**src/rtl/approx_add_pkg.sv**
```systemverilog
// rtl/approx_add_pkg.sv - shared constants and HOERAA golden function for the shared approximate adder
package approx_add_pkg;

  localparam int DEF_N     = 16;
  localparam int DEF_K     = 12;
  localparam int DEF_R     = 4;
  localparam int ERR_CNT_W = 16;

  // Returns {co,sum} right-aligned: sum in [n-1:0], carry out in bit n.
  function automatic logic [32:0] hoeraa_ref(input logic [31:0] a, input logic [31:0] b,
                                             input int n, input int k);
    logic [63:0] aa, bb, mask, up, r;
    logic        c;
    int          l;
    l    = n - k;
    aa   = {32'd0, a};
    bb   = {32'd0, b};
    mask = (64'd1 << k) - 64'd1;
    c    = |((aa >> (l - 1)) & (bb >> (l - 1)) & 64'd1);
    up   = ((aa >> l) & mask) + ((bb >> l) & mask) + {63'd0, c};
    r    = up << l;
    if (c) r = r | ((aa & bb & (64'd1 << (l - 2))) << 1);
    else   r = r | ((aa | bb) & (64'd1 << (l - 1)));
    r = r | ((aa | bb) & (64'd1 << (l - 2)));
    r = r | ((64'd1 << (l - 2)) - 64'd1);
    return r[32:0];
  endfunction

endpackage

```
**src/rtl/hoeraa.sv**
```systemverilog
// rtl/hoeraa.sv - HOERAA approximate adder: exact upper K bits, approximated lower N-K bits
module hoeraa #(
  parameter int N = 16,
  parameter int K = 12
) (
  input  logic [N-1:0] a,
  input  logic [N-1:0] b,
  output logic [N-1:0] sum,
  output logic         co
);
  localparam int L = N - K;

  logic c;

  // The top pair of the approximate part predicts the carry into the exact part.
  assign c = a[L-1] & b[L-1];
  assign {co, sum[N-1:L]} = {1'b0, a[N-1:L]} + {1'b0, b[N-1:L]} + {{K{1'b0}}, c};
  assign sum[L-1] = c ? (a[L-2] & b[L-2]) : (a[L-1] | b[L-1]);
  assign sum[L-2] = a[L-2] | b[L-2];

  generate
    if (L > 2) begin : g_low_ones
      assign sum[L-3:0] = '1;
    end
  endgenerate

endmodule

```
**src/rtl/rr_arbiter.sv**
```systemverilog
// rtl/rr_arbiter.sv - round-robin arbiter, search starts one past the last winner
module rr_arbiter #(
  parameter int R   = 4,
  parameter int IDW = $clog2(R)
) (
  input  logic [R-1:0]   req,
  input  logic [IDW-1:0] ptr,
  input  logic           en,
  output logic [R-1:0]   gnt,
  output logic [IDW-1:0] gnt_idx
);
  logic           found;
  logic [IDW-1:0] cand;

  always_comb begin
    found   = 1'b0;
    gnt_idx = '0;
    cand    = '0;
    for (int o = 1; o <= R; o++) begin
      cand = IDW'((int'(ptr) + o) % R);
      if (!found && req[cand]) begin
        found   = 1'b1;
        gnt_idx = cand;
      end
    end
    gnt = '0;
    if (en && found) gnt[gnt_idx] = 1'b1;
  end

endmodule

```
**src/rtl/approx_add_arbiter.sv**
```systemverilog
// rtl/approx_add_arbiter.sv - one HOERAA adder shared by R requesters with registered, ID-tagged results
module approx_add_arbiter
  import approx_add_pkg::*;
#(
  parameter int N   = DEF_N,
  parameter int K   = DEF_K,
  parameter int R   = DEF_R,
  parameter int IDW = $clog2(R)
) (
  input  logic                 clk,
  input  logic                 rst_n,
  input  logic [R-1:0]         req_valid,
  output logic [R-1:0]         req_ready,
  input  logic [R*N-1:0]       req_a,
  input  logic [R*N-1:0]       req_b,
  input  logic [R-1:0]         req_exact,
  output logic                 res_valid,
  input  logic                 res_ready,
  output logic [N-1:0]         res_sum,
  output logic                 res_co,
  output logic [IDW-1:0]       res_id,
  output logic                 res_exact,
  output logic                 res_err,
  input  logic                 stat_clr,
  output logic [ERR_CNT_W-1:0] err_cnt
);
  logic                 res_valid_q, res_valid_d;
  logic [N-1:0]         res_sum_q, res_sum_d;
  logic                 res_co_q, res_co_d;
  logic [IDW-1:0]       res_id_q, res_id_d;
  logic                 res_exact_q, res_exact_d;
  logic                 res_err_q, res_err_d;
  logic [ERR_CNT_W-1:0] err_cnt_q, err_cnt_d;
  logic [IDW-1:0]       ptr_q, ptr_d;

  logic           can_load, take;
  logic [R-1:0]   gnt;
  logic [IDW-1:0] gnt_idx;
  logic [N-1:0]   op_a, op_b, ap_sum, ex_sum;
  logic           op_exact, ap_co, ex_co, op_err;

  assign can_load = !res_valid_q || res_ready;

  // Gating with rst_n keeps req_ready low while reset is asserted.
  rr_arbiter #(.R(R), .IDW(IDW)) u_arb (
    .req     (req_valid),
    .ptr     (ptr_q),
    .en      (can_load && rst_n),
    .gnt     (gnt),
    .gnt_idx (gnt_idx)
  );

  assign req_ready = gnt;
  assign take      = |gnt;

  assign op_a     = req_a[gnt_idx*N +: N];
  assign op_b     = req_b[gnt_idx*N +: N];
  assign op_exact = req_exact[gnt_idx];

  hoeraa #(.N(N), .K(K)) u_hoeraa (
    .a   (op_a),
    .b   (op_b),
    .sum (ap_sum),
    .co  (ap_co)
  );

  assign {ex_co, ex_sum} = {1'b0, op_a} + {1'b0, op_b};
  assign op_err          = {ap_co, ap_sum} != {ex_co, ex_sum};

  always_comb begin
    res_valid_d = res_valid_q;
    res_sum_d   = res_sum_q;
    res_co_d    = res_co_q;
    res_id_d    = res_id_q;
    res_exact_d = res_exact_q;
    res_err_d   = res_err_q;
    err_cnt_d   = err_cnt_q;
    ptr_d       = ptr_q;
    if (take) begin
      res_valid_d = 1'b1;
      res_sum_d   = op_exact ? ex_sum : ap_sum;
      res_co_d    = op_exact ? ex_co : ap_co;
      res_id_d    = gnt_idx;
      res_exact_d = op_exact;
      res_err_d   = !op_exact && op_err;
      ptr_d       = gnt_idx;
      if (!op_exact && op_err && (err_cnt_q != '1)) err_cnt_d = err_cnt_q + 1'b1;
    end else if (res_ready) begin
      res_valid_d = 1'b0;
    end
    if (stat_clr) err_cnt_d = '0;
  end

  always_ff @(posedge clk or negedge rst_n) begin
    if (!rst_n) begin
      res_valid_q <= 1'b0;
      res_sum_q   <= '0;
      res_co_q    <= 1'b0;
      res_id_q    <= '0;
      res_exact_q <= 1'b0;
      res_err_q   <= 1'b0;
      err_cnt_q   <= '0;
      ptr_q       <= IDW'(R - 1);
    end else begin
      res_valid_q <= res_valid_d;
      res_sum_q   <= res_sum_d;
      res_co_q    <= res_co_d;
      res_id_q    <= res_id_d;
      res_exact_q <= res_exact_d;
      res_err_q   <= res_err_d;
      err_cnt_q   <= err_cnt_d;
      ptr_q       <= ptr_d;
    end
  end

  assign res_valid = res_valid_q;
  assign res_sum   = res_sum_q;
  assign res_co    = res_co_q;
  assign res_id    = res_id_q;
  assign res_exact = res_exact_q;
  assign res_err   = res_err_q;
  assign err_cnt   = err_cnt_q;

endmodule

```
**config.mk**
```make
export PLATFORM = sky130hd
export DESIGN_NAME = approx_add_arbiter
export DESIGN_NICKNAME = d
export VERILOG_FILES = /design/src/rtl/approx_add_pkg.sv /design/src/rtl/hoeraa.sv /design/src/rtl/rr_arbiter.sv /design/src/rtl/approx_add_arbiter.sv
export SDC_FILE = /design/constraint.sdc
export NUM_CORES = 1
export LEC_CHECK = 0
export ABC_AREA = 1
export ABC_CLOCK_PERIOD_IN_PS = 4000
export BUFFER_PORTS_ARGS = -buffer_cell sky130_fd_sc_hd__clkbuf_2
export CELL_PAD_IN_SITES_DETAIL_PLACEMENT = 0
export CELL_PAD_IN_SITES_GLOBAL_PLACEMENT = 1
export CORE_ASPECT_RATIO = 0.75
export CORE_MARGIN = 2
export CORE_UTILIZATION = 30
export DETAILED_ROUTE_END_ITERATION = 10
export PLACE_DENSITY = 0.8
export SKIP_LAST_GASP = 1
export SLEW_MARGIN = 0
export SYNTH_ARGS = -nofsm -noshare
export SYNTH_HDL_FRONTEND = slang
export SYNTH_SLANG_ARGS = --single-unit
```
**constraint.sdc**
```tcl
create_clock -name clk -period 4 [get_ports clk]
set_input_delay 0.2 -clock clk [delete_from_list [all_inputs] [get_ports clk]]
set_output_delay 0.2 -clock clk [all_outputs]
set_load 0.01 [all_outputs]
```
==> results of run 1 <==
-- state kept, by name (all words and copies together), names as in the netlist --
signal and count:
res_sum 16, res_co 1, res_id 2, ptr_q 2
res_exact 1, res_err 1, res_valid 1, err_cnt 16
-- Yosys cell counts (2+ instances only) --
cell | n | area share
dfrtp_1 | 38 | 0.22
o22ai_1 | 49 | 0.071
dfstp_2 | 2 | 0.012
buf_2 | 7 | 0.0081
inv_1 | 53 | 0.046
o21a_1 | 2 | 0.0035
xor2_1 | 22 | 0.045
nand3_1 | 51 | 0.059
nand2_4 | 3 | 0.0078
nand2_2 | 10 | 0.014
o21ai_0 | 13 | 0.015
o211ai_1 | 7 | 0.012
buf_6 | 2 | 0.0052
clkbuf_1 | 15 | 0.013
nor3_1 | 6 | 0.0069
o21bai_1 | 3 | 0.0052
fa_1 | 3 | 0.014
nand4_1 | 9 | 0.013
nand3b_1 | 2 | 0.0035
a21oi_1 | 27 | 0.031
nor2_1 | 79 | 0.069
ha_1 | 19 | 0.055
buf_4 | 3 | 0.0052
nor3b_1 | 3 | 0.0052
o21ai_1 | 10 | 0.012
a31oi_1 | 4 | 0.0058
nand3_2 | 11 | 0.025
nor3_2 | 9 | 0.021
nor2_4 | 2 | 0.0052
nand2_1 | 161 | 0.14
inv_2 | 6 | 0.0052
xnor2_1 | 7 | 0.014
-- layout make-up --
cell class	instances	area, um^2	share of cell area
Clock buffer	8	146	0.0218
Timing Repair Buffer	271	1660	0.248
Sequential cell	40	1000	0.150
Inverter	60	235	0.0351
Multi-Input combinational cell	525	3440	0.513
Tap cell	175	219	0.0326
-- metrics by stage --
stage	TNS (ps)	setup WS, ps	instance area, um^2	utilization
6_report	-1790	-135	6710	0.483
3_5_place_dp	-1620	-125	5810	0.418
3_3_place_gp	-2000	-132	5810	0.418
5_1_grt	-8070	-449	6710	0.483
2_1_floorplan	0	20.9	4370	-
4_1_cts	0	2.41	6090	0.438
-- routing by layer --
metal	global-route usage	vias to the layer above	wire length, um
met4	0.0255	0	159
met2	0.300	128	6810
met3	0.0350	18	743
li1	-	2706	-
met5	0	-	0
met1	0.281	2433	7700
-- worst paths after layout --
kind,from,end,slack [ps],depth (start not counted)
worst max-delay path,ptr_q[0],err_cnt[0],-130,28
worst min-delay path,rst_n,res_id[0],2,2
worst max register to register,ptr_q[0],err_cnt[0],-130,28
worst min register to register,res_co,res_co,480,2
max in group asynchronous,rst_n,res_sum[14],3620,2
min in group clk,rst_n,res_valid,170,3
-- critical path: cells and delay by family, from the launching register on --
kind	cells	cell delay [ps]
simple gates	17	1820
buf+inv	6	600
flops	1	590
fa+ha+maj	2	540
compound gates	2	290
xor+xnor	1	170
-- logic make-up (layout without fill, tap and decap cells) --
family / Yosys count / count (layout) / synth area share
adders and majority gates: 22 / 22 / 0.0689
buffers and inverters: 87 / 339 / 0.0837
and+or+nand+nor: 352 / 353 / 0.384
xor gates and xnor gates: 29 / 29 / 0.0588
DFF: 40 / 40 / 0.232
AOI/OAI and AO/OA: 121 / 121 / 0.172
-- repair_timing --
| action | CTS | global route |
|---|---|---|
| hold buffers | 0 | 0 |
| setup buffers | 6 | 20 |
| endpoints found under the setup margin | 16 | 27 |
| gates resized for setup | 21 | 123 |
| cloned | 1 | 2 |
| pin swaps | 8 | 59 |
==> report_table.html, run 1 <==
<table>
<tr><th>Metric</th><th>Value</th></tr>
<tr><th colspan="2">Clock tree</th></tr>
<tr><td>H-tree depth</td><td>2</td></tr>
<tr><td>Number of buffers between clock root and the deepest sink</td><td>2</td></tr>
<tr><td>CTS root buf</td><td>clkbuf_16</td></tr>
<tr><td>Clock-pin slew on the worst setup and hold paths</td><td>60 ps</td></tr>
<tr><td>Number of clock buffers inserted by TritonCTS</td><td>5</td></tr>
<tr><td>Clock sink count</td><td>40</td></tr>
<tr><td>Later-pin clock latency in the skew report</td><td>280 ps</td></tr>
<tr><td>Clock tree from TritonCTS</td><td>done</td></tr>
<tr><th colspan="2">Critical path</th></tr>
<tr><td>Critical-path maximum fanout</td><td>8</td></tr>
<tr><td>Critical Path Slowest Stage Cell</td><td>dfstp_2</td></tr>
<tr><td>Critical Path Max Stage Delay</td><td>590 ps</td></tr>
<tr><td>Cell with the most instances on the worst path</td><td>nand2_1</td></tr>
<tr><td>Kind of start point of the critical path</td><td>flop</td></tr>
<tr><td>Required time worst endpoint</td><td>4160 ps</td></tr>
<tr><td>Kind of critical path</td><td>flop to flop</td></tr>
<tr><td>Worst endpoint data arrival time</td><td>between 4000 and 5000 ps</td></tr>
<tr><td>Crit end category</td><td>flop</td></tr>
<tr><th colspan="2">STA</th></tr>
<tr><td>Achievable frequency</td><td>between 200 and 250 MHz</td></tr>
<tr><td>Max-slew violations</td><td>0</td></tr>
<tr><td>Final Worst Setup Slack</td><td>-135 ps</td></tr>
<tr><td>Worst slew slack as a fraction of its limit</td><td>0.474</td></tr>
<tr><td>Total count of hold-check failures in the final report</td><td>0</td></tr>
<tr><td>Tcrit/Tclk final</td><td>1.03</td></tr>
<tr><td>Final-report setup violation count</td><td>16</td></tr>
<tr><td>Actual slew at the worst max-slew pin</td><td>784 ps</td></tr>
<tr><td>Worst-case clock skew</td><td>7.05 ps</td></tr>
<tr><td>Hold slack</td><td>1.62 ps</td></tr>
<tr><td>Setup repair after global routing missed its margin</td><td>yes</td></tr>
<tr><td>Minimum period implied by the final worst setup slack</td><td>just over 4000 ps</td></tr>
<tr><th colspan="2">Floorplanning</th></tr>
<tr><td>Width of the die</td><td>143 um</td></tr>
<tr><td>Die area</td><td>15400 um^2</td></tr>
<tr><td>Die height</td><td>between 100 and 150 um</td></tr>
<tr><td>Initial cell density of the core</td><td>0.311</td></tr>
<tr><td>Row count</td><td>37</td></tr>
<tr><td>Number of I/O pins</td><td>182</td></tr>
<tr><td>Area of the core</td><td>13900 um^2</td></tr>
<tr><th colspan="2">Logic synthesis</th></tr>
<tr><td>Dominant synthesized flop cell</td><td>dfrtp_1</td></tr>
<tr><td>Warnings, synthesis</td><td>0</td></tr>
<tr><td>EDFF count, synth</td><td>0</td></tr>
<tr><td>Synthesis-stage register bit count</td><td>40</td></tr>
<tr><td>Proportion of synthesized chip area in sequential cells</td><td>0.232</td></tr>
<tr><td>Netlist Area Pre-Place</td><td>4320 um^2</td></tr>
<tr><td>Post-synth ARST share</td><td>1.00</td></tr>
<tr><td>Mean Syn Cell Area</td><td>6.64 um^2</td></tr>
<tr><td>Unique masters post-synth</td><td>45</td></tr>
<tr><td>Post-Syn Nets</td><td>just over 800</td></tr>
<tr><td>Synthesized instance count</td><td>651</td></tr>
<tr><th colspan="2">Cells and area</th></tr>
<tr><td>Post-layout net count</td><td>around 1.1k</td></tr>
<tr><td>Area Overhead vs Synth</td><td>55.2%</td></tr>
<tr><td>Filler Cells Inserted</td><td>1391</td></tr>
<tr><td>Highest-count cells in the layout ignoring fill and taps</td><td>clkbuf_2, nand2_1, buf_4</td></tr>
<tr><td>Fin cells</td><td>1079</td></tr>
<tr><td>Ant diodes</td><td>0</td></tr>
<tr><td>Fraction of layout instances using a drive strength above 1</td><td>0.470</td></tr>
<tr><td>Most frequent standard cell in the layout excluding fill and tap cells</td><td>clkbuf_2</td></tr>
<tr><th colspan="2">Worst hold path</th></tr>
<tr><td>Hold Crit Class</td><td>input port to async pin</td></tr>
<tr><th colspan="2">Flow run</th></tr>
<tr><td>Max-cap viol count</td><td>0</td></tr>
<tr><th colspan="2">Status</th></tr>
<tr><td>Run status</td><td>finished, violations left</td></tr>
<tr><td>Failing checks</td><td>setup timing</td></tr>
<tr><th colspan="2">Placement</th></tr>
<tr><td>Detail Placement HPWL</td><td>11500 um</td></tr>
<tr><td>RePlAce Congestion</td><td>0.903</td></tr>
<tr><td>Number of placed instances with taps included</td><td>1044</td></tr>
<tr><td>Number of port buffers</td><td>181</td></tr>
<tr><th colspan="2">Route</th></tr>
<tr><td>DRC errors left</td><td>0</td></tr>
<tr><td>Per-cell routed wire length</td><td>14.3 um</td></tr>
<tr><td>First-pass DRT Iterations</td><td>4</td></tr>
<tr><td>Vias per std cell</td><td>4.90</td></tr>
<tr><td>Violation count after the first detailed-routing iteration</td><td>289</td></tr>
<tr><td>Vias post-DR</td><td>5285</td></tr>
<tr><td>Wire length reported by the detailed router</td><td>15400 um</td></tr>
<tr><td>Remaining antenna violation count after routing</td><td>0</td></tr>
<tr><th colspan="2">GRT</th></tr>
<tr><td>Via count of the first global-routing pass</td><td>~5k</td></tr>
<tr><td>Overall track demand over capacity in global routing</td><td>0.191</td></tr>
<tr><td>Overall overflow remaining after global route</td><td>0</td></tr>
<tr><td>First-pass GRT wire length</td><td>23900 um</td></tr>
<tr><td>Antenna violations before repair</td><td>0</td></tr>
<tr><td>Maximum number of pins on one net before global-route repair</td><td>41</td></tr>
</table>
Power of run 1 is left out: the tool's default activity adds up to more than one toggle a clock period on the data nets, which glitch-free logic cannot reach.
==> run 2: changes to the inputs <==
- SETUP_SLACK_MARGIN: not set -> 0.15
==> report_table.html, run 2 (synthesis results as in run 1) <==
<table>
<tr><th>Metric</th><th>Value</th></tr>
<tr><th colspan="2">Status</th></tr>
<tr><td>Run status</td><td>finished, violations left</td></tr>
<tr><td>Failing checks</td><td>setup timing</td></tr>
<tr><th colspan="2">GRT</th></tr>
<tr><td>Via count of the first global-routing pass</td><td>slightly above 5k</td></tr>
<tr><td>First-pass GRT wire length</td><td>24500 um</td></tr>
<tr><td>Overall overflow remaining after global route</td><td>0</td></tr>
<tr><td>Antenna violations before repair</td><td>0</td></tr>
<tr><td>Maximum number of pins on one net before global-route repair</td><td>about 40</td></tr>
<tr><td>Overall track demand over capacity in global routing</td><td>0.194</td></tr>
<tr><th colspan="2">Floorplanning</th></tr>
<tr><td>Row count</td><td>37</td></tr>
<tr><td>Number of I/O pins</td><td>about 180</td></tr>
<tr><td>Initial cell density of the core</td><td>0.311</td></tr>
<tr><td>Width of the die</td><td>between 100 and 150 um</td></tr>
<tr><td>Die height</td><td>108 um</td></tr>
<tr><td>Die area</td><td>between 15000 and 20000 um^2</td></tr>
<tr><td>Area of the core</td><td>13900 um^2</td></tr>
<tr><th colspan="2">STA</th></tr>
<tr><td>Achievable frequency</td><td>approximately 240 MHz</td></tr>
<tr><td>Total count of hold-check failures in the final report</td><td>0</td></tr>
<tr><td>Worst slew slack as a fraction of its limit</td><td>0.424</td></tr>
<tr><td>Setup repair after global routing missed its margin</td><td>yes</td></tr>
<tr><td>Minimum period implied by the final worst setup slack</td><td>about 4200 ps</td></tr>
<tr><td>Tcrit/Tclk final</td><td>1.04</td></tr>
<tr><td>Max-slew violations</td><td>0</td></tr>
<tr><td>Hold slack</td><td>22.4 ps</td></tr>
<tr><td>Actual slew at the worst max-slew pin</td><td>~860 ps</td></tr>
<tr><td>Final Worst Setup Slack</td><td>-174 ps</td></tr>
<tr><td>Final-report setup violation count</td><td>17</td></tr>
<tr><td>Worst-case clock skew</td><td>roughly 6.5 ps</td></tr>
<tr><td>Setup_tns</td><td>-2420 ps</td></tr>
<tr><th colspan="2">Cells and area</th></tr>
<tr><td>Area Overhead vs Synth</td><td>57.5%</td></tr>
<tr><td>Highest-count cells in the layout ignoring fill and taps</td><td>clkbuf_2, nand2_1, buf_4</td></tr>
<tr><td>Fraction of layout instances using a drive strength above 1</td><td>0.483</td></tr>
<tr><td>Fin cells</td><td>1079</td></tr>
<tr><td>Multi-input gate area in the final layout</td><td>3550 um^2</td></tr>
<tr><td>Post-layout net count</td><td>1065</td></tr>
<tr><td>Ant diodes</td><td>0</td></tr>
<tr><td>Most frequent standard cell in the layout excluding fill and tap cells</td><td>clkbuf_2</td></tr>
<tr><td>Register area</td><td>1000 um^2</td></tr>
<tr><td>Filler Cells Inserted</td><td>1391</td></tr>
<tr><th colspan="2">Critical path</th></tr>
<tr><td>Required time worst endpoint</td><td>4160 ps</td></tr>
<tr><td>Kind of start point of the critical path</td><td>flop</td></tr>
<tr><td>Cell-by-cell listing of the critical path</td><td>inv_4, nand2_1, nand2_1, nand2_2, nand2_2, nor2_4, nand3_2, nand2_2, nand2_4, nand2_2, buf_6, o22ai_2, nor3_2, ha_2, inv_2, fa_2, fa_2, nand3_2, a21oi_2, nand3_2, nand4_1, nand2_2, nand3_1, nand2_1</td></tr>
<tr><td>Cell with the most instances on the worst path</td><td>nand2_2</td></tr>
<tr><td>Critical path startpoint</td><td>ptr_q[0]</td></tr>
<tr><td>Kind of critical path</td><td>flop to flop</td></tr>
<tr><td>Critical Path Max Stage Delay</td><td>570 ps</td></tr>
<tr><td>Worst endpoint data arrival time</td><td>4340 ps</td></tr>
<tr><td>Critical-path maximum fanout</td><td>8</td></tr>
<tr><td>Critical Path Slowest Stage Cell</td><td>dfstp_2</td></tr>
<tr><td>R2R Path Start</td><td>ptr_q[0]</td></tr>
<tr><td>Crit end category</td><td>flop</td></tr>
<tr><th colspan="2">Placement</th></tr>
<tr><td>Worst-case setup slack after placement</td><td>-179 ps</td></tr>
<tr><td>RePlAce Congestion</td><td>0.897</td></tr>
<tr><td>Number of port buffers</td><td>181</td></tr>
<tr><td>Number of placed instances with taps included</td><td>1043</td></tr>
<tr><td>Detail Placement HPWL</td><td>11500 um</td></tr>
<tr><th colspan="2">Route</th></tr>
<tr><td>Violation count after the first detailed-routing iteration</td><td>302</td></tr>
<tr><td>Per-cell routed wire length</td><td>~14 um</td></tr>
<tr><td>Vias per std cell</td><td>4.89</td></tr>
<tr><td>DRC errors left</td><td>0</td></tr>
<tr><td>Vias post-DR</td><td>around 5.3k</td></tr>
<tr><td>Remaining antenna violation count after routing</td><td>0</td></tr>
<tr><td>First-pass DRT Iterations</td><td>4</td></tr>
<tr><td>Wire length reported by the detailed router</td><td>about 15000 um</td></tr>
<tr><th colspan="2">Clock tree</th></tr>
<tr><td>Later-pin clock latency in the skew report</td><td>280 ps</td></tr>
<tr><td>Clock-pin slew on the worst setup and hold paths</td><td>about 60 ps</td></tr>
<tr><td>Number of hold buffers added after CTS</td><td>0</td></tr>
<tr><td>Number of clock buffers inserted by TritonCTS</td><td>5</td></tr>
<tr><td>Clock tree from TritonCTS</td><td>done</td></tr>
<tr><td>CTS root buf</td><td>clkbuf_16</td></tr>
<tr><td>Number of buffers between clock root and the deepest sink</td><td>2</td></tr>
<tr><td>Clock sink count</td><td>40</td></tr>
<tr><td>H-tree depth</td><td>2</td></tr>
<tr><th colspan="2">Worst hold path</th></tr>
<tr><td>Hold Crit Class</td><td>input port to async pin</td></tr>
<tr><th colspan="2">Flow run</th></tr>
<tr><td>Max-cap viol count</td><td>0</td></tr>
</table>
-- run 2: changes by cell type in the layout (fill, tap and decap cells not counted), sizes merged --
cell      previous run  this run
bufinv               0         1
clkbuf             190       187
clkinvlp             0         1
nand2              175       176
-- run 2: layout make-up --
type,count,area share
clock buffers,6,0.0189
clock inverters,2,0.00515
inverters,60,0.0358
multi-input cells,526,0.522
flip-flops and latches,40,0.147
well taps,175,0.0322
repair buffers,270,0.239
-- run 2: critical path, delay by kind of cell (launching register included) --
| kind | cells | cell delay, ps |
|---|---|---|
| DFF | 1 | 570 |
| and+or+nand+nor | 16 | 1890 |
| buffers and inverters | 3 | 230 |
| adders and majority gates | 3 | 1150 |
| AOI/OAI and AO/OA | 2 | 220 |
-- run 2: path summary, 6_finish.rpt --
| path | to | slack, ps | cells past startpoint |
|---|---|---|---|
| max in group asynchronous | res_sum[14] | 3610 | 2 |
| min in group clk | res_valid | 200 | 3 |
| hold reg to reg | res_sum[6] | 490 | 2 |
| hold / removal | res_valid | 20 | 2 |
| setup / recovery | err_cnt[2] | -170 | 24 |
| setup reg to reg | err_cnt[2] | -170 | 24 |
-- run 2: stage by stage --
stage	cell area [um^2]	util
finish	6810	0.490
global route	6810	0.490
CTS	6330	0.456
detailed placement	5840	0.421
global placement	5840	0.421
floorplan	4410	-
-- run 2: what timing repair did --
item / CTS / global route
setup buffers: 17 / 9
gates cloned: 1 / 1
gates resized for setup: 56 / 90
pin swaps: 19 / 57
setup endpoints to repair: 24 / 28
-- run 2: per-layer routing --
layer	GRT usage	wire length, um	vias up
met5	0	0	-
met2	0.311	6890	133
met4	0.0283	168	0
li1	-	-	2705
met3	0.0425	784	14
met1	0.276	7380	2423
Power of run 2 is left out for the same reason.
==> run 3: changes to the inputs <==
- CORE_UTILIZATION: 30 -> 31
- SYNTH_HIERARCHICAL: not set -> 1
==> report_table.html, run 3 <==
<table>
<tr><th>Metric</th><th>Value</th></tr>
<tr><th colspan="2">Route</th></tr>
<tr><td>Remaining antenna violation count after routing</td><td>0</td></tr>
<tr><td>Violation count after the first detailed-routing iteration</td><td>531</td></tr>
<tr><td>Vias post-DR</td><td>between 7k and 8k</td></tr>
<tr><td>Wire length reported by the detailed router</td><td>between 20000 and 25000 um</td></tr>
<tr><td>Per-cell routed wire length</td><td>14.4 um</td></tr>
<tr><td>Vias per std cell</td><td>slightly below 5</td></tr>
<tr><td>DRC errors left</td><td>0</td></tr>
<tr><td>First-pass DRT Iterations</td><td>5</td></tr>
<tr><th colspan="2">GRT</th></tr>
<tr><td>Antenna violations before repair</td><td>0</td></tr>
<tr><td>Overall overflow remaining after global route</td><td>0</td></tr>
<tr><td>Overall track demand over capacity in global routing</td><td>0.230</td></tr>
<tr><td>Maximum number of pins on one net before global-route repair</td><td>41</td></tr>
<tr><td>First-pass GRT wire length</td><td>34900 um</td></tr>
<tr><td>Via count of the first global-routing pass</td><td>7179</td></tr>
<tr><th colspan="2">Cells and area</th></tr>
<tr><td>Ant diodes</td><td>0</td></tr>
<tr><td>Post-layout net count</td><td>1443</td></tr>
<tr><td>Filler Cells Inserted</td><td>approximately 1.6k</td></tr>
<tr><td>Post-layout utilization of the core</td><td>0.557</td></tr>
<tr><td>Fraction of layout instances using a drive strength above 1</td><td>0.476</td></tr>
<tr><td>Highest-count cells in the layout ignoring fill and taps</td><td>nand2_1, buf_4, clkbuf_2</td></tr>
<tr><td>Area Overhead vs Synth</td><td>75.2%</td></tr>
<tr><td>Most frequent standard cell in the layout excluding fill and tap cells</td><td>nand2_1</td></tr>
<tr><th colspan="2">Floorplanning</th></tr>
<tr><td>Number of I/O pins</td><td>between 150 and 200</td></tr>
<tr><td>Die area</td><td>between 15000 and 20000 um^2</td></tr>
<tr><td>Die height</td><td>118 um</td></tr>
<tr><td>Width of the die</td><td>156 um</td></tr>
<tr><td>Initial cell density of the core</td><td>0.318</td></tr>
<tr><td>Row count</td><td>41</td></tr>
<tr><td>Area of the core</td><td>16900 um^2</td></tr>
<tr><th colspan="2">Critical path</th></tr>
<tr><td>Required time worst endpoint</td><td>between 4000 and 5000 ps</td></tr>
<tr><td>Cell with the most instances on the worst path</td><td>nand2_4</td></tr>
<tr><td>Worst endpoint data arrival time</td><td>4550 ps</td></tr>
<tr><td>Critical Path Slowest Stage Cell</td><td>dfstp_2</td></tr>
<tr><td>Crit end category</td><td>flop</td></tr>
<tr><td>Critical Path Max Stage Delay</td><td>approximately 550 ps</td></tr>
<tr><td>Critical-path maximum fanout</td><td>8</td></tr>
<tr><td>Kind of critical path</td><td>flop to flop</td></tr>
<tr><td>Kind of start point of the critical path</td><td>flop</td></tr>
<tr><th colspan="2">Clock tree</th></tr>
<tr><td>Number of clock buffers inserted by TritonCTS</td><td>5</td></tr>
<tr><td>Clock tree from TritonCTS</td><td>done</td></tr>
<tr><td>CTS root buf</td><td>clkbuf_16</td></tr>
<tr><td>Clock-pin slew on the worst setup and hold paths</td><td>60 ps</td></tr>
<tr><td>H-tree depth</td><td>2</td></tr>
<tr><td>Number of buffers between clock root and the deepest sink</td><td>2</td></tr>
<tr><td>Clock sink count</td><td>40</td></tr>
<tr><td>Later-pin clock latency in the skew report</td><td>290 ps</td></tr>
<tr><th colspan="2">Status</th></tr>
<tr><td>Failing checks</td><td>setup timing</td></tr>
<tr><td>Run status</td><td>finished, violations left</td></tr>
<tr><th colspan="2">STA</th></tr>
<tr><td>Worst-case clock skew</td><td>5.04 ps</td></tr>
<tr><td>Actual slew at the worst max-slew pin</td><td>between 700 and 800 ps</td></tr>
<tr><td>Final Worst Setup Slack</td><td>-375 ps</td></tr>
<tr><td>Achievable frequency</td><td>roughly 230 MHz</td></tr>
<tr><td>Total count of hold-check failures in the final report</td><td>0</td></tr>
<tr><td>Worst slew slack as a fraction of its limit</td><td>0.476</td></tr>
<tr><td>Minimum period implied by the final worst setup slack</td><td>between 4000 and 5000 ps</td></tr>
<tr><td>Max-slew violations</td><td>0</td></tr>
<tr><td>Final-report setup violation count</td><td>19</td></tr>
<tr><td>Tcrit/Tclk final</td><td>1.09</td></tr>
<tr><td>Setup repair after global routing missed its margin</td><td>yes</td></tr>
<tr><th colspan="2">Placement</th></tr>
<tr><td>Detail Placement HPWL</td><td>between 15000 and 20000 um</td></tr>
<tr><td>RePlAce Congestion</td><td>0.883</td></tr>
<tr><td>Number of port buffers</td><td>181</td></tr>
<tr><th colspan="2">Logic synthesis</th></tr>
<tr><td>EDFF count, synth</td><td>0</td></tr>
<tr><td>Mean Syn Cell Area</td><td>5.98 um^2</td></tr>
<tr><td>Synthesis-stage register bit count</td><td>40</td></tr>
<tr><td>Most common library cells after synthesis</td><td>nand2_1, nor2_1, inv_1</td></tr>
<tr><td>Top-count cell post-synth</td><td>nand2_1</td></tr>
<tr><td>Netlist Area Pre-Place</td><td>5360 um^2</td></tr>
<tr><td>Dominant synthesized flop cell</td><td>dfrtp_1</td></tr>
<tr><td>Synthesized instance count</td><td>between 800 and 900</td></tr>
<tr><td>Post-synth ARST share</td><td>1.00</td></tr>
<tr><td>Leading area contributor after synthesis</td><td>nand2_1</td></tr>
<tr><td>Unique masters post-synth</td><td>50</td></tr>
<tr><td>Proportion of synthesized chip area in sequential cells</td><td>0.187</td></tr>
<tr><td>Warnings, synthesis</td><td>6</td></tr>
<tr><td>Share of the synthesized area in the top cell type</td><td>0.185</td></tr>
<tr><td>Synth top area cells</td><td>nand2_1, dfrtp_1, nor2_1</td></tr>
<tr><th colspan="2">Worst hold path</th></tr>
<tr><td>Hold Crit Class</td><td>input port to async pin</td></tr>
<tr><th colspan="2">Flow run</th></tr>
<tr><td>Max-cap viol count</td><td>0</td></tr>
</table>
==> run 3: cell count changes in the layout (fill, tap and decap cells not counted), sizes merged, moves of 17 or more <==
cell,change
buf,+129
inv,+50
nand2,+117
nand3,+17
nor2,+32
o21ai,+41
==> run 3: cell families after synthesis <==
family / count (synthesis) / synth area share
AO/OA/AOI/OAI: 140 / 0.153
XOR/XNOR: 24 / 0.0469
adder cells (fa/ha/maj): 31 / 0.0765
buffers and inverters: 143 / 0.110
flip-flops: 40 / 0.187
other: 1 / 0.000699
AND/OR/NAND/NOR: 518 / 0.426
==> run 3: repair_timing <==
| action | 4_1_cts | 5_1_grt |
|---|---|---|
| cloned | 9 | 0 |
| gates resized for setup | 171 | 53 |
| buffers inserted | 37 | 14 |
| hold buffers | 0 | 0 |
| pin swaps | 46 | 18 |
| setup endpoints to repair | 21 | 26 |
| hold endpoints to repair | 0 | 0 |
==> run 3: routing by layer <==
metal  global-route usage  vias to the layer above  part of all wire
met5                    0                        -                 0
met4               0.0298                        0             0.011
met3               0.0365                       24             0.054
met2                0.368                      193              0.44
met1                0.333                     3287              0.49
li1                     -                     3692                 -
==> run 3: final cells by class <==
type	count	area, um^2	share of cell area
sequential	40	1000	0.107
clock buffer	6	139	0.0148
multi-input combinational	716	4660	0.496
inverter	109	442	0.0470
clock inverter	2	38.8	0.00413
tap	215	269	0.0286
timing repair buffer	400	2840	0.303
==> run 3: final timing paths <==
path	slack [ps]	start	cells past startpoint	end
setup / recovery	-380	ptr_q[0]	31	err_cnt[15]
hold / removal	5	rst_n	2	res_valid
setup reg to reg	-380	ptr_q[0]	31	err_cnt[15]
hold reg to reg	480	res_id[1]	2	res_id[1]
max in group asynchronous	3620	rst_n	2	res_sum[14]
min in group clk	120	res_ready	2	res_valid
==> run 3: per-stage QoR <==
stage          hold slack, ps  std cells  area, um^2  TNS (ps)  setup WS, ps
2_1_floorplan           -95.6        898        5480      -552         -56.4
3_3_place_gp              346       1420        7670     -6660          -407
3_5_place_dp              349       1420        7670     -7480          -456
4_1_cts                  43.3       1474        9070     -3630          -222
5_1_grt                  72.4       1488        9390    -10970          -632
6_report                 5.33       1488        9390     -6310          -375
==> run 3: worst max-delay path, delay by kind of cell, from the launching register on <==
kind            cells  cell delay (ps)
simple gates       16             1400
buf+inv             9             1050
fa+ha+maj           2              580
flops               1              550
xor+xnor            2              460
compound gates      2              190
Power of run 3 is left out for the same reason.
